==> config.mk <==
export PLATFORM = sky130hd
export DESIGN_NAME = rs_parity_lfsr
export DESIGN_NICKNAME = d
export VERILOG_FILES = /design/src/rtl/rs_parity_lfsr_pkg.sv /design/src/rtl/rs_parity_lfsr_gf_const_mul.sv /design/src/rtl/rs_parity_lfsr.sv
export SDC_FILE = /design/constraint.sdc
export NUM_CORES = 1
export LEC_CHECK = 0
export BUFFER_PORTS_ARGS = -buffer_cell sky130_fd_sc_hd__buf_2
export CORE_AREA = 5 5 227 141
export DETAILED_ROUTE_END_ITERATION = 10
export DIE_AREA = 0 0 232 146
export GPL_TIMING_DRIVEN = 0
export PLACE_DENSITY_LB_ADDON = 0.15
export SYNTH_ARGS = -nofsm -noshare
export SYNTH_HDL_FRONTEND = slang
export SYNTH_SLANG_ARGS = --single-unit
==> constraint.sdc <==
create_clock -name clk -period 13.8 [get_ports clk]
set_clock_uncertainty 0.1 [all_clocks]
set_input_delay 2.07 -clock clk [delete_from_list [all_inputs] [get_ports clk]]
set_output_delay 2.07 -clock clk [all_outputs]
set_load 0.1 [all_outputs]
==> src/rtl/rs_parity_lfsr_pkg.sv <==
// Shared Reed-Solomon definitions: FSM states, field polynomials, GF multiply and
// generator-polynomial construction (roots alpha^0 .. alpha^(n-1)).
package rs_parity_lfsr_pkg;

    typedef enum logic {
        ST_MSG = 1'b0,
        ST_PAR = 1'b1
    } rs_state_e;

    localparam logic [8:0] RS_PLY_GF256 = 9'h11D;
    localparam logic [4:0] RS_PLY_GF16  = 5'h13;

    // MSB-first shift-and-reduce over w bits; w <= 16.
    function automatic logic [15:0] gf_mul(input logic [15:0] a, input logic [15:0] b,
                                           input logic [16:0] ply, input int w);
        logic [16:0] acc;
        acc = '0;
        for (int i = 15; i >= 0; i--) begin
            if (i < w) begin
                acc = acc << 1;
                if (acc[w]) acc = acc ^ ply;
                if (b[i]) acc = acc ^ {1'b0, a};
            end
        end
        return acc[15:0];
    endfunction

    // g(x) = prod_{k<n} (x + alpha^k), packed g_0..g_{n-1} with g_0 at the LSBs.
    function automatic logic [511:0] rs_gen(input int w, input int n, input logic [16:0] ply);
        logic [15:0]  g [0:32];
        logic [15:0]  root;
        logic [511:0] pk;
        for (int j = 0; j <= 32; j++) g[j] = '0;
        g[0] = 16'd1;
        root = 16'd1;
        for (int k = 0; k < 32; k++) begin
            if (k < n) begin
                for (int j = 32; j >= 1; j--) g[j] = g[j-1] ^ gf_mul(g[j], root, ply, w);
                g[0] = gf_mul(g[0], root, ply, w);
                root = gf_mul(root, 16'd2, ply, w);
            end
        end
        pk = '0;
        for (int j = 0; j < 32; j++) begin
            if (j < n) pk = pk | (512'(g[j]) << (j * w));
        end
        return pk;
    endfunction

    localparam logic [127:0] RS_GEN_255_239 = 128'(rs_gen(8, 16, 17'h11D));

endpackage

==> src/rtl/rs_parity_lfsr_gf_const_mul.sv <==
// Multiply a GF(2^SYM_W) symbol by a fixed coefficient; constant folding
// reduces this to an XOR network.
module rs_parity_lfsr_gf_const_mul
    import rs_parity_lfsr_pkg::*;
#(
    parameter int               SYM_W     = 8,
    parameter logic [SYM_W:0]   FIELD_PLY = 9'h11D,
    parameter logic [SYM_W-1:0] COEF      = '0
) (
    input  logic [SYM_W-1:0] a,
    output logic [SYM_W-1:0] y
);

    assign y = SYM_W'(gf_mul(16'(a), 16'(COEF), 17'(FIELD_PLY), SYM_W));

endmodule

==> src/rtl/rs_parity_lfsr.sv <==
// Systematic RS encoder: passes K_MSG message symbols through while dividing by
// g(x) in an N_PAR-stage remainder chain, then drains the N_PAR parity symbols.
module rs_parity_lfsr
    import rs_parity_lfsr_pkg::*;
#(
    parameter int                     SYM_W     = 8,
    parameter int                     N_PAR     = 16,
    parameter int                     K_MSG     = 239,
    parameter logic [SYM_W:0]         FIELD_PLY = 9'h11D,
    parameter logic [N_PAR*SYM_W-1:0] GEN_COEF  = RS_GEN_255_239
) (
    input  logic             clk,
    input  logic             rst,
    input  logic             clr,
    input  logic             s_valid,
    output logic             s_ready,
    input  logic [SYM_W-1:0] s_data,
    output logic             m_valid,
    input  logic             m_ready,
    output logic [SYM_W-1:0] m_data,
    output logic             m_last
);

    localparam int CNT_MAX = (K_MSG > N_PAR) ? K_MSG : N_PAR;
    localparam int CNT_W   = $clog2(CNT_MAX + 1);

    rs_state_e        state_q, state_d;
    logic [CNT_W-1:0] cnt_q, cnt_d;
    logic [SYM_W-1:0] r_q [N_PAR];
    logic [SYM_W-1:0] r_d [N_PAR];
    logic             m_valid_q, m_valid_d;
    logic [SYM_W-1:0] m_data_q, m_data_d;
    logic             m_last_q, m_last_d;

    logic             adv;
    logic             accept;
    logic [SYM_W-1:0] fb;
    logic [SYM_W-1:0] fbm [N_PAR];

    assign fb = s_data ^ r_q[N_PAR-1];

    for (genvar i = 0; i < N_PAR; i++) begin : g_mul
        rs_parity_lfsr_gf_const_mul #(
            .SYM_W    (SYM_W),
            .FIELD_PLY(FIELD_PLY),
            .COEF     (GEN_COEF[i*SYM_W +: SYM_W])
        ) u_mul (
            .a(fb),
            .y(fbm[i])
        );
    end

    always_comb begin
        adv       = ~m_valid_q | m_ready;
        s_ready   = (state_q == ST_MSG) & adv & ~clr;
        accept    = s_valid & s_ready;
        state_d   = state_q;
        cnt_d     = cnt_q;
        r_d       = r_q;
        m_valid_d = m_valid_q;
        m_data_d  = m_data_q;
        m_last_d  = m_last_q;

        // Abort wins over any handshake; the pending output beat is discarded.
        if (clr) begin
            for (int i = 0; i < N_PAR; i++) r_d[i] = '0;
            cnt_d     = '0;
            state_d   = ST_MSG;
            m_valid_d = 1'b0;
            m_last_d  = 1'b0;
        end else begin
            case (state_q)
                ST_MSG: begin
                    if (accept) begin
                        r_d[0] = fbm[0];
                        for (int i = 1; i < N_PAR; i++) r_d[i] = r_q[i-1] ^ fbm[i];
                        m_data_d  = s_data;
                        m_valid_d = 1'b1;
                        m_last_d  = 1'b0;
                        if (cnt_q == CNT_W'(K_MSG - 1)) begin
                            state_d = ST_PAR;
                            cnt_d   = '0;
                        end else begin
                            cnt_d = cnt_q + CNT_W'(1);
                        end
                    end else if (adv) begin
                        m_valid_d = 1'b0;
                    end
                end
                ST_PAR: begin
                    // Shifting zeros in leaves the chain clear for the next frame.
                    if (adv) begin
                        m_data_d = r_q[N_PAR-1];
                        for (int i = N_PAR - 1; i > 0; i--) r_d[i] = r_q[i-1];
                        r_d[0]    = '0;
                        m_valid_d = 1'b1;
                        m_last_d  = (cnt_q == CNT_W'(N_PAR - 1));
                        if (cnt_q == CNT_W'(N_PAR - 1)) begin
                            state_d = ST_MSG;
                            cnt_d   = '0;
                        end else begin
                            cnt_d = cnt_q + CNT_W'(1);
                        end
                    end
                end
                default: state_d = ST_MSG;
            endcase
        end
    end

    always_ff @(posedge clk or posedge rst) begin
        if (rst) begin
            state_q   <= ST_MSG;
            cnt_q     <= '0;
            for (int i = 0; i < N_PAR; i++) r_q[i] <= '0;
            m_valid_q <= 1'b0;
            m_data_q  <= '0;
            m_last_q  <= 1'b0;
        end else begin
            state_q   <= state_d;
            cnt_q     <= cnt_d;
            for (int i = 0; i < N_PAR; i++) r_q[i] <= r_d[i];
            m_valid_q <= m_valid_d;
            m_data_q  <= m_data_d;
            m_last_q  <= m_last_d;
        end
    end

    assign m_valid = m_valid_q;
    assign m_data  = m_data_q;
    assign m_last  = m_last_q;

endmodule

==> impl_metrics.json, run 1 <==
{
  "status": "completed",
  "rsz0062_at_grt": "false",
  "grt_max_degree": 109,
  "clk_path_buf_depth": 2,
  "vias_per_cell": 4.64,
  "fp-row-count": 49,
  "routed_wl_um": 27300,
  "yosysSeqAreaShare": 0.421,
  "coreArea_mm2": 0.0296,
  "die_area_mm2": 0.0339,
  "grtUsageTotal": 0.166,
  "cp_cell_sequence": "buf_2 -> nor2b_1 -> nor3_1 -> buf_2",
  "cpMostUsedCell": "buf_2",
  "setup_violations": 0,
  "hold_viol_final": 0,
  "worst_pin_slew_ns": 1.35,
  "ctsHoldBuffers": 0,
  "synth_edf_count": 0,
  "diodes": 0,
  "grt_pass1_wl_um": 41600,
  "htree_levels": 4,
  "cts_setup_buffers": 0,
  "slew_viol_final": 0,
  "gp_congestion": 0.841,
  "syn_area_mm2": 0.00874,
  "cp_max_fo": 6,
  "port-buffer-count": 23,
  "slowest_stage": "nor2b_1",
  "drc": 0,
  "syn_inst": 886,
  "cp_data_arrival_time_ns": 2.90,
  "worstSetupStartpoint": "m_ready",
  "synth_nets": 901,
  "worst_ep_required_time_ns": 11.63,
  "floorplan.die.height_um": 146,
  "drt-pass1-iter-count": 5,
  "cp.depth": 4,
  "cts-root-buf": "clkbuf_16",
  "dp_hpwl_um": 20100,
  "routedWlPerCell_um": 20.2,
  "drive_above_1_share": 0.0945,
  "r2r_setup_slack_ns": 10.41,
  "worstSetupPathType": "input port to output port",
  "synth-seq-cells": 147,
  "final_nets": 944,
  "drt_iter0_drc": 531,
  "cts_tree": "done",
  "die_w_um": 232,
  "grt_overflow_total": 0,
  "endpoint": "s_ready",
  "async_reset_ff_frac": 1.00,
  "synth_area_per_cell_um2": 9.87,
  "fmax_mhz": 197,
  "synth_flop_cell": "dfrtp_1",
  "cts.sinks": 147,
  "critPathLaunchType": "input port",
  "cts_resized": 0,
  "ys_types": 41,
  "period_needed_ns": 5.07,
  "areaGrowthSynthToFinish_pct": 15.1,
  "min_path_type": "flop to flop",
  "antenna_found_initial": 0,
  "initial_core_util": 0.296,
  "path_delay_family": "simple AND/OR/NAND/NOR gates",
  "r2r-start": "r_q[3]$_DFFE_PP0P_",
  "crit_buf_inv": 2,
  "clk_pin_slew_ns": 0.06,
  "cp_slowest_stage_delay_ns": 0.33,
  "slew_headroom": 0.0922,
  "reg2reg_to": "r_q[89]$_DFFE_PP0P_",
  "cts-buffers-inserted": 17,
  "clkLatencyLatePin_ns": 0.44,
  "fin_crit_sh": 0.368,
  "synth_warnings": 0,
  "cp-end-kind": "output port",
  "cap_violations": 0,
  "vias": 6270,
  "io_pins": 24,
  "reg2reg_depth": 7,
  "ant_nets": 0,
  "finalSetupTns_ns": 0,
  "first_global_vias": 6418
}
## through the flow
step           cell area [um2]   util  hold slack [ns]  setup slack (ns)  cells
6_report                 10100  0.341            0.370              8.73   1350
2_1_floorplan             8740      -            0.364              7.42    886
4_1_cts                  10100  0.341            0.381              8.72   1350
5_1_grt                  10100  0.341            0.392              8.63   1350
3_3_place_gp              9370  0.317            0.360              5.33   1317
3_5_place_dp              9410  0.318            0.367              8.72   1318
## worst min path at each step
stage | startpoint | to | depth (start not counted)
detailed placement | m_last$_DFFE_PP0P_ | m_last$_DFFE_PP0P_ | 2
floorplan | r_q[101]$_DFFE_PP0P_ | r_q[101]$_DFFE_PP0P_ | 2
CTS | m_last$_DFFE_PP0P_ | m_last$_DFFE_PP0P_ | 2
finish | m_last$_DFFE_PP0P_ | m_last$_DFFE_PP0P_ | 2
global placement | m_data[4]$_DFFE_PP0P_ | m_data[4]$_DFFE_PP0P_ | 2
global route | m_last$_DFFE_PP0P_ | m_last$_DFFE_PP0P_ | 2
## cell usage after synthesis, types with 6 or more instances
library cell	number	area, um2
and2_1	6	37.5
clkbuf_1	39	146
dfrtp_1	147	3680
inv_1	6	22.5
mux2i_1	9	90.1
nand2_1	152	571
nor2_1	89	334
nor3_1	9	45.0
o21ai_0	136	681
xnor2_1	176	1540
xnor2_2	8	130
xnor3_1	26	586
xor2_1	17	149
## per-layer routing
| metal | share of wire | track usage | up-vias |
|---|---|---|---|
| met5 | 0 | 0 | - |
| met3 | 0.057 | 0.0431 | 15 |
| li1 | - | - | 2981 |
| met4 | 0.0089 | 0.0354 | 0 |
| met1 | 0.56 | 0.279 | 3112 |
| met2 | 0.37 | 0.206 | 162 |
## tightest hold or removal path: stages (launching register included)
cell	delay, ns
dfrtp_1	0.34
nand2_1	0.04
o21ai_0	0.06
## flip-flops by register name, summed over array words and instances, names as in the netlist
register  count
cnt_q         8
m_last        1
m_data        8
r_q         128
state_q       1
m_valid       1
## cell usage in the layout, fill, tap and decap left out, types with 6 or more instances in the layout
| master | netlist | final |
|---|---|---|
| mux2i_1 | 9 | 9 |
| clkbuf_16 | 0 | 17 |
| clkbuf_8 | 0 | 6 |
| clkbuf_1 | 39 | 40 |
| nor2_1 | 89 | 89 |
| xnor2_1 | 176 | 176 |
| xnor2_2 | 8 | 8 |
| dfrtp_1 | 147 | 147 |
| nand2_1 | 152 | 152 |
| buf_2 | 3 | 26 |
| nor3_1 | 9 | 9 |
| and2_1 | 6 | 6 |
| o21ai_0 | 136 | 136 |
| xnor3_1 | 26 | 26 |
| xor2_1 | 17 | 17 |
## final cells by class
cell class | instances | area (um2)
Clock inverter | 8 | 145
Multi-Input combinational cell | 684 | 4830
Buffer | 49 | 210
Sequential cell | 147 | 3680
Fill cell | 3135 | 19500
Tap cell | 408 | 510
Timing Repair Buffer | 24 | 143
Clock buffer | 24 | 512
Inverter | 6 | 30.0
## kinds of logic after synthesis
logic type                 synth area share
adders and majority gates           0.00286
xor gates and xnor gates              0.316
DFF                                   0.421
and+or+nand+nor                       0.131
muxes                                0.0103
AOI/OAI and AO/OA                    0.0927
buffers and inverters                0.0266
Power of run 1 is left out: the tool's default activity adds up to more than one toggle a clock period on the data nets, which glitch-free logic cannot reach.
==> run 2: changes to the inputs <==
==> constraint.sdc (replaced) <==
create_clock -name clk -period 4.5 [get_ports clk]
set_clock_uncertainty 0.1 [all_clocks]
set_input_delay 0.675 -clock clk [delete_from_list [all_inputs] [get_ports clk]]
set_output_delay 0.675 -clock clk [all_outputs]
set_load 0.1 [all_outputs]
==> run 2 against run 1 <==
- register-to-register slack got worse by 9.2 ns
- clock-buffer cell count grew 1
- die area unchanged
- global-route usage hardly changed
- critical path depth is 3 higher
- design area is 0.67% lower
- via count fell by 0.89%
- cell count is 0.15% higher
- largest cell class unchanged
==> impl_metrics.json, run 2 (same netlist as run 1, synthesis figures left out) <==
{
  "status": "completed",
  "cts.sinks": 147,
  "ant_nets": 0,
  "finalSetupTns_ns": 0,
  "port-buffer-count": 23,
  "slew_headroom": 0.101,
  "cp_max_fo": 10,
  "cp_cell_sequence": "xnor2_1 -> buf_2 -> xnor2_1 -> xnor3_1 -> nor2_1 -> xnor2_1 -> o21ai_0",
  "cpMostUsedCell": "xnor2_1",
  "worstSetupPathType": "flop to flop",
  "slowest_stage": "xnor2_1",
  "largest_reg_flops": 128,
  "ctsHoldBuffers": 0,
  "cts-root-buf": "clkbuf_16",
  "fp-row-count": 49,
  "drive_above_1_share": 0.0912,
  "dp_hpwl_um": 20200,
  "fin_cells": 1352,
  "clk_pin_slew_ns": 0.06,
  "routedWlPerCell_um": 20.1,
  "initial_core_util": 0.296,
  "drt_iter0_drc": 429,
  "worst_pin_slew_ns": 1.34,
  "postLayoutCellArea_mm2": 0.00999,
  "routed_wl_um": 27100,
  "grt_pass1_wl_um": 41400,
  "dp.cells": 1321,
  "rsz0062_at_grt": "false",
  "floorplan.die.height_um": 146,
  "critPathLaunchType": "flop",
  "io_pins": 24,
  "drt-pass1-iter-count": 5,
  "cp-end-kind": "flop",
  "first_global_vias": 6263,
  "vias": 6214,
  "antenna_found_initial": 0,
  "finish.utilization": 0.338,
  "cts_resized": 0,
  "dpl-instance-area_mm2": 0.00945,
  "drc": 0,
  "cts_tree": "done",
  "gp_congestion": 0.851,
  "grt_overflow_total": 0,
  "reg2reg_depth": 7,
  "cts_setup_buffers": 0,
  "final_nets": 947,
  "setup_violations": 0,
  "cp_data_arrival_time_ns": 3.51,
  "min_path_type": "input port to asynchronous set/reset pin",
  "areaGrowthSynthToFinish_pct": 14.3,
  "period_needed_ns": 3.33,
  "regMostFlops": "r_q",
  "vias_per_cell": 4.60,
  "mostFrequentLayoutCells": "xnor2_1 (176), nand2_1 (152), dfrtp_1 (147), o21ai_0 (136), nor2_1 (89)",
  "fin_crit_sh": 0.739,
  "slew_viol_final": 0,
  "coreArea_mm2": 0.0296,
  "fmax_mhz": 301,
  "hold_viol_final": 0,
  "clk_path_buf_depth": 2,
  "worst_ep_required_time_ns": 4.68,
  "cp_slowest_stage_delay_ns": 0.58,
  "final_common_cell": "xnor2_1",
  "grt_max_degree": 39,
  "cap_violations": 0,
  "cts-buffers-inserted": 17,
  "die_area_mm2": 0.0339,
  "grtUsageTotal": 0.166,
  "htree_levels": 4,
  "die_w_um": 232,
  "clkLatencyLatePin_ns": 0.44
}
run 2: changes by cell type in the layout (fill, tap and decap cells not counted), sizes merged:
cell    previous run  this run
clkbuf            63        64
inv                6         5
diode              0         1
clkinv             2         3
buf               34        37
bufinv             4         1
run 2: through the flow:
stage                     hold slack (ns)  setup WS [ns]
after floorplan                     0.364          0.447
after global placement              0.357          0.638
after detailed placement            0.368          0.941
after CTS                          0.0894           1.25
after global routing                0.106           1.02
final                               0.104           1.17
run 2: area by class of cell:
type,instances,area (um2)
flip-flops and latches,147,3680
inverters,6,26.3
multi-input cells,684,4830
clock inverters,5,52.6
fillers,3126,19600
plain buffers,49,210
clock buffers,25,485
diodes,1,2.50
well taps,408,510
repair buffers,27,195
run 2: worst max-delay path: cells and delay by family (launching register included):
kind | cells | cell delay [ns]
AO/OA/AOI/OAI | 1 | 0.09
buffers and inverters | 1 | 0.49
AND/OR/NAND/NOR | 1 | 0.44
flip-flops | 1 | 0.43
XOR/XNOR | 4 | 1.61
run 2: final timing paths:
path	to	slack, ns	start
setup / recovery	r_q[89]$_DFFE_PP0P_	1.17	r_q[3]$_DFFE_PP0P_
hold / removal	r_q[76]$_DFFE_PP0P_	0.10	rst
setup reg to reg	r_q[89]$_DFFE_PP0P_	1.17	r_q[3]$_DFFE_PP0P_
hold reg to reg	m_data[1]$_DFFE_PP0P_	0.37	m_data[1]$_DFFE_PP0P_
max in group asynchronous	m_data[5]$_DFFE_PP0P_	3.20	rst
min in group clk	m_valid$_DFFE_PP0P_	0.37	clr
run 2: metal layers:
metal | routed length (um) | share of wire | global-route usage | vias to the layer above
met1 | 15200 | 0.56 | 0.277 | 3063
met3 | 1480 | 0.055 | 0.0382 | 17
met4 | 295 | 0.011 | 0.0446 | 0
li1 | - | - | - | 2991
met5 | 0 | 0 | 0 | -
met2 | 10100 | 0.37 | 0.206 | 143
Power of run 2 is left out for the same reason.
==> run 3: changes to the inputs <==
==> constraint.sdc (replaced) <==
create_clock -name clk -period 3.1 [get_ports clk]
set_clock_uncertainty 0.1 [all_clocks]
set_input_delay 0.465 -clock clk [delete_from_list [all_inputs] [get_ports clk]]
set_output_delay 0.465 -clock clk [all_outputs]
set_load 0.1 [all_outputs]
==> run 3 against run 2 <==
- maximum frequency rose by 13%
- setup slack worse by 1.0 ns
- critical path depth is the same
- hold slack better by 0.078 ns
- first-iteration DRC count rose by 11%
- global-route usage fell by 0.25 points
- routed wire length down 0.47%
- die area unchanged
- highest routed layer unchanged
- cell count is 0.22% higher
- register-to-register slack got worse by 1.0 ns
- non-clock buffer count is 1 higher
==> impl_metrics.json, run 3 (same netlist as run 1, synthesis figures left out) <==
{
  "status": "completed",
  "routed_wl_um": 27000,
  "floorplan.die.height_um": 146,
  "regMostFlops": "r_q",
  "vias_per_cell": 4.63,
  "met2_usage": 0.202,
  "drive_above_1_share": 0.103,
  "critPathLaunchType": "flop",
  "port-buffer-count": 23,
  "grt_overflow_total": 0,
  "grtUsageTotal": 0.163,
  "htree_levels": 4,
  "routedWlPerCell_um": 19.9,
  "grt_max_degree": 40,
  "grt_pass1_wl_um": 40900,
  "r2r_setup_slack_ns": 0.15,
  "fin_crit_sh": 0.951,
  "cts.sinks": 147,
  "use_met1": 0.279,
  "first_global_vias": 6218,
  "cts-buffers-inserted": 17,
  "vias": 6280,
  "clkLatencyLatePin_ns": 0.44,
  "drt-pass1-iter-count": 6,
  "fin_cells": 1355,
  "cts-root-buf": "clkbuf_16",
  "grt-busiest-layer": "met1",
  "fmax_mhz": 339,
  "cp_data_arrival_time_ns": 3.14,
  "gr-usage-met3": 0.0314,
  "worst_pin_slew_ns": 1.33,
  "largest_reg_flops": 128,
  "cap_violations": 0,
  "slew_viol_final": 0,
  "antenna_found_initial": 0,
  "cp-end-kind": "flop",
  "areaGrowthSynthToFinish_pct": 15.7,
  "drc": 0,
  "clk_pin_slew_ns": 0.06,
  "period_needed_ns": 2.95,
  "min_path_type": "input port to flop",
  "hold_viol_final": 0,
  "slew_headroom": 0.107,
  "initial_core_util": 0.296,
  "final_nets": 948,
  "worst_ep_required_time_ns": 3.29,
  "die_w_um": 232,
  "mostFrequentLayoutCells": "xnor2_1 (174), nand2_1 (152), dfrtp_1 (147), o21ai_0 (136), nor2_1 (87)",
  "final_common_cell": "xnor2_1",
  "io_pins": 24,
  "cts_tree": "done",
  "fp-row-count": 49,
  "gp_congestion": 0.834,
  "worstSetupPathType": "flop to flop",
  "fillers": 3072,
  "ant_nets": 0,
  "setup_violations": 0,
  "coreArea_mm2": 0.0296,
  "dp_hpwl_um": 20300,
  "drt_iter0_drc": 476,
  "rsz0062_at_grt": "false",
  "clk_path_buf_depth": 2,
  "cp_max_fo": 10,
  "die_area_mm2": 0.0339,
  "dp.cells": 1321
}
## run 3: worst paths after layout
check                                      startpoint               endpoint  cells after the start
worst min register to register  m_data[6]$_DFFE_PP0P_  m_data[6]$_DFFE_PP0P_                      2
worst max-delay path               r_q[3]$_DFFE_PP0P_    r_q[89]$_DFFE_PP0P_                      7
worst min-delay path                              clr      state_q$_DFF_PP0_                      2
max in group asynchronous                         rst  m_data[5]$_DFFE_PP0P_                      6
min in group asynchronous                         rst    r_q[54]$_DFFE_PP0P_                      3
worst max register to register     r_q[3]$_DFFE_PP0P_    r_q[89]$_DFFE_PP0P_                      7
## run 3: stage by stage
| step | util | hold slack [ns] | setup TNS, ns | setup WS (ns) | area, um2 |
|---|---|---|---|---|---|
| 2_1_floorplan | - | 0.364 | 0 | 0.416 | 8760 |
| 3_3_place_gp | 0.318 | 0.359 | -82.86 | -0.572 | 9390 |
| 3_5_place_dp | 0.320 | 0.342 | -1.47 | -0.256 | 9470 |
| 4_1_cts | 0.341 | 0.165 | 0 | 0.0209 | 10100 |
| 5_1_grt | 0.342 | 0.207 | 0 | 0.00183 | 10100 |
| 6_report | 0.342 | 0.182 | 0 | 0.153 | 10100 |
## run 3: repair_timing
item                                   4_1_cts  5_1_grt
setup buffers                                0        0
endpoints found under the hold margin       11        0
setup endpoints to repair                    5        9
hold buffers                                 1        0
resized for setup                            3        8
## run 3: worst max-delay path: stages (launching register included)
cell	delay, ns
dfrtp_1	0.45
xnor2_2	0.36
buf_2	0.45
xnor2_1	0.28
xnor3_1	0.56
nor2_2	0.32
xnor2_1	0.16
o21ai_0	0.10
## run 3: cell type report
type,instances,area [um2],share of cell area
flip-flops and latches,147,3680,0.364
inverters,6,26.3,0.00260
clock buffers,23,468,0.0463
clock inverters,9,129,0.0127
well taps,408,510,0.0505
plain buffers,49,213,0.0210
multi-input cells,684,4880,0.483
diodes,1,2.50,0.000247
repair buffers,28,205,0.0203
## run 3: per-layer routing
layer,share of wire,routed length (um)
met5,0,0
met1,0.56,15200
met4,0.011,301
met2,0.38,10200
met3,0.048,1290
Power of run 3 is left out for the same reason.
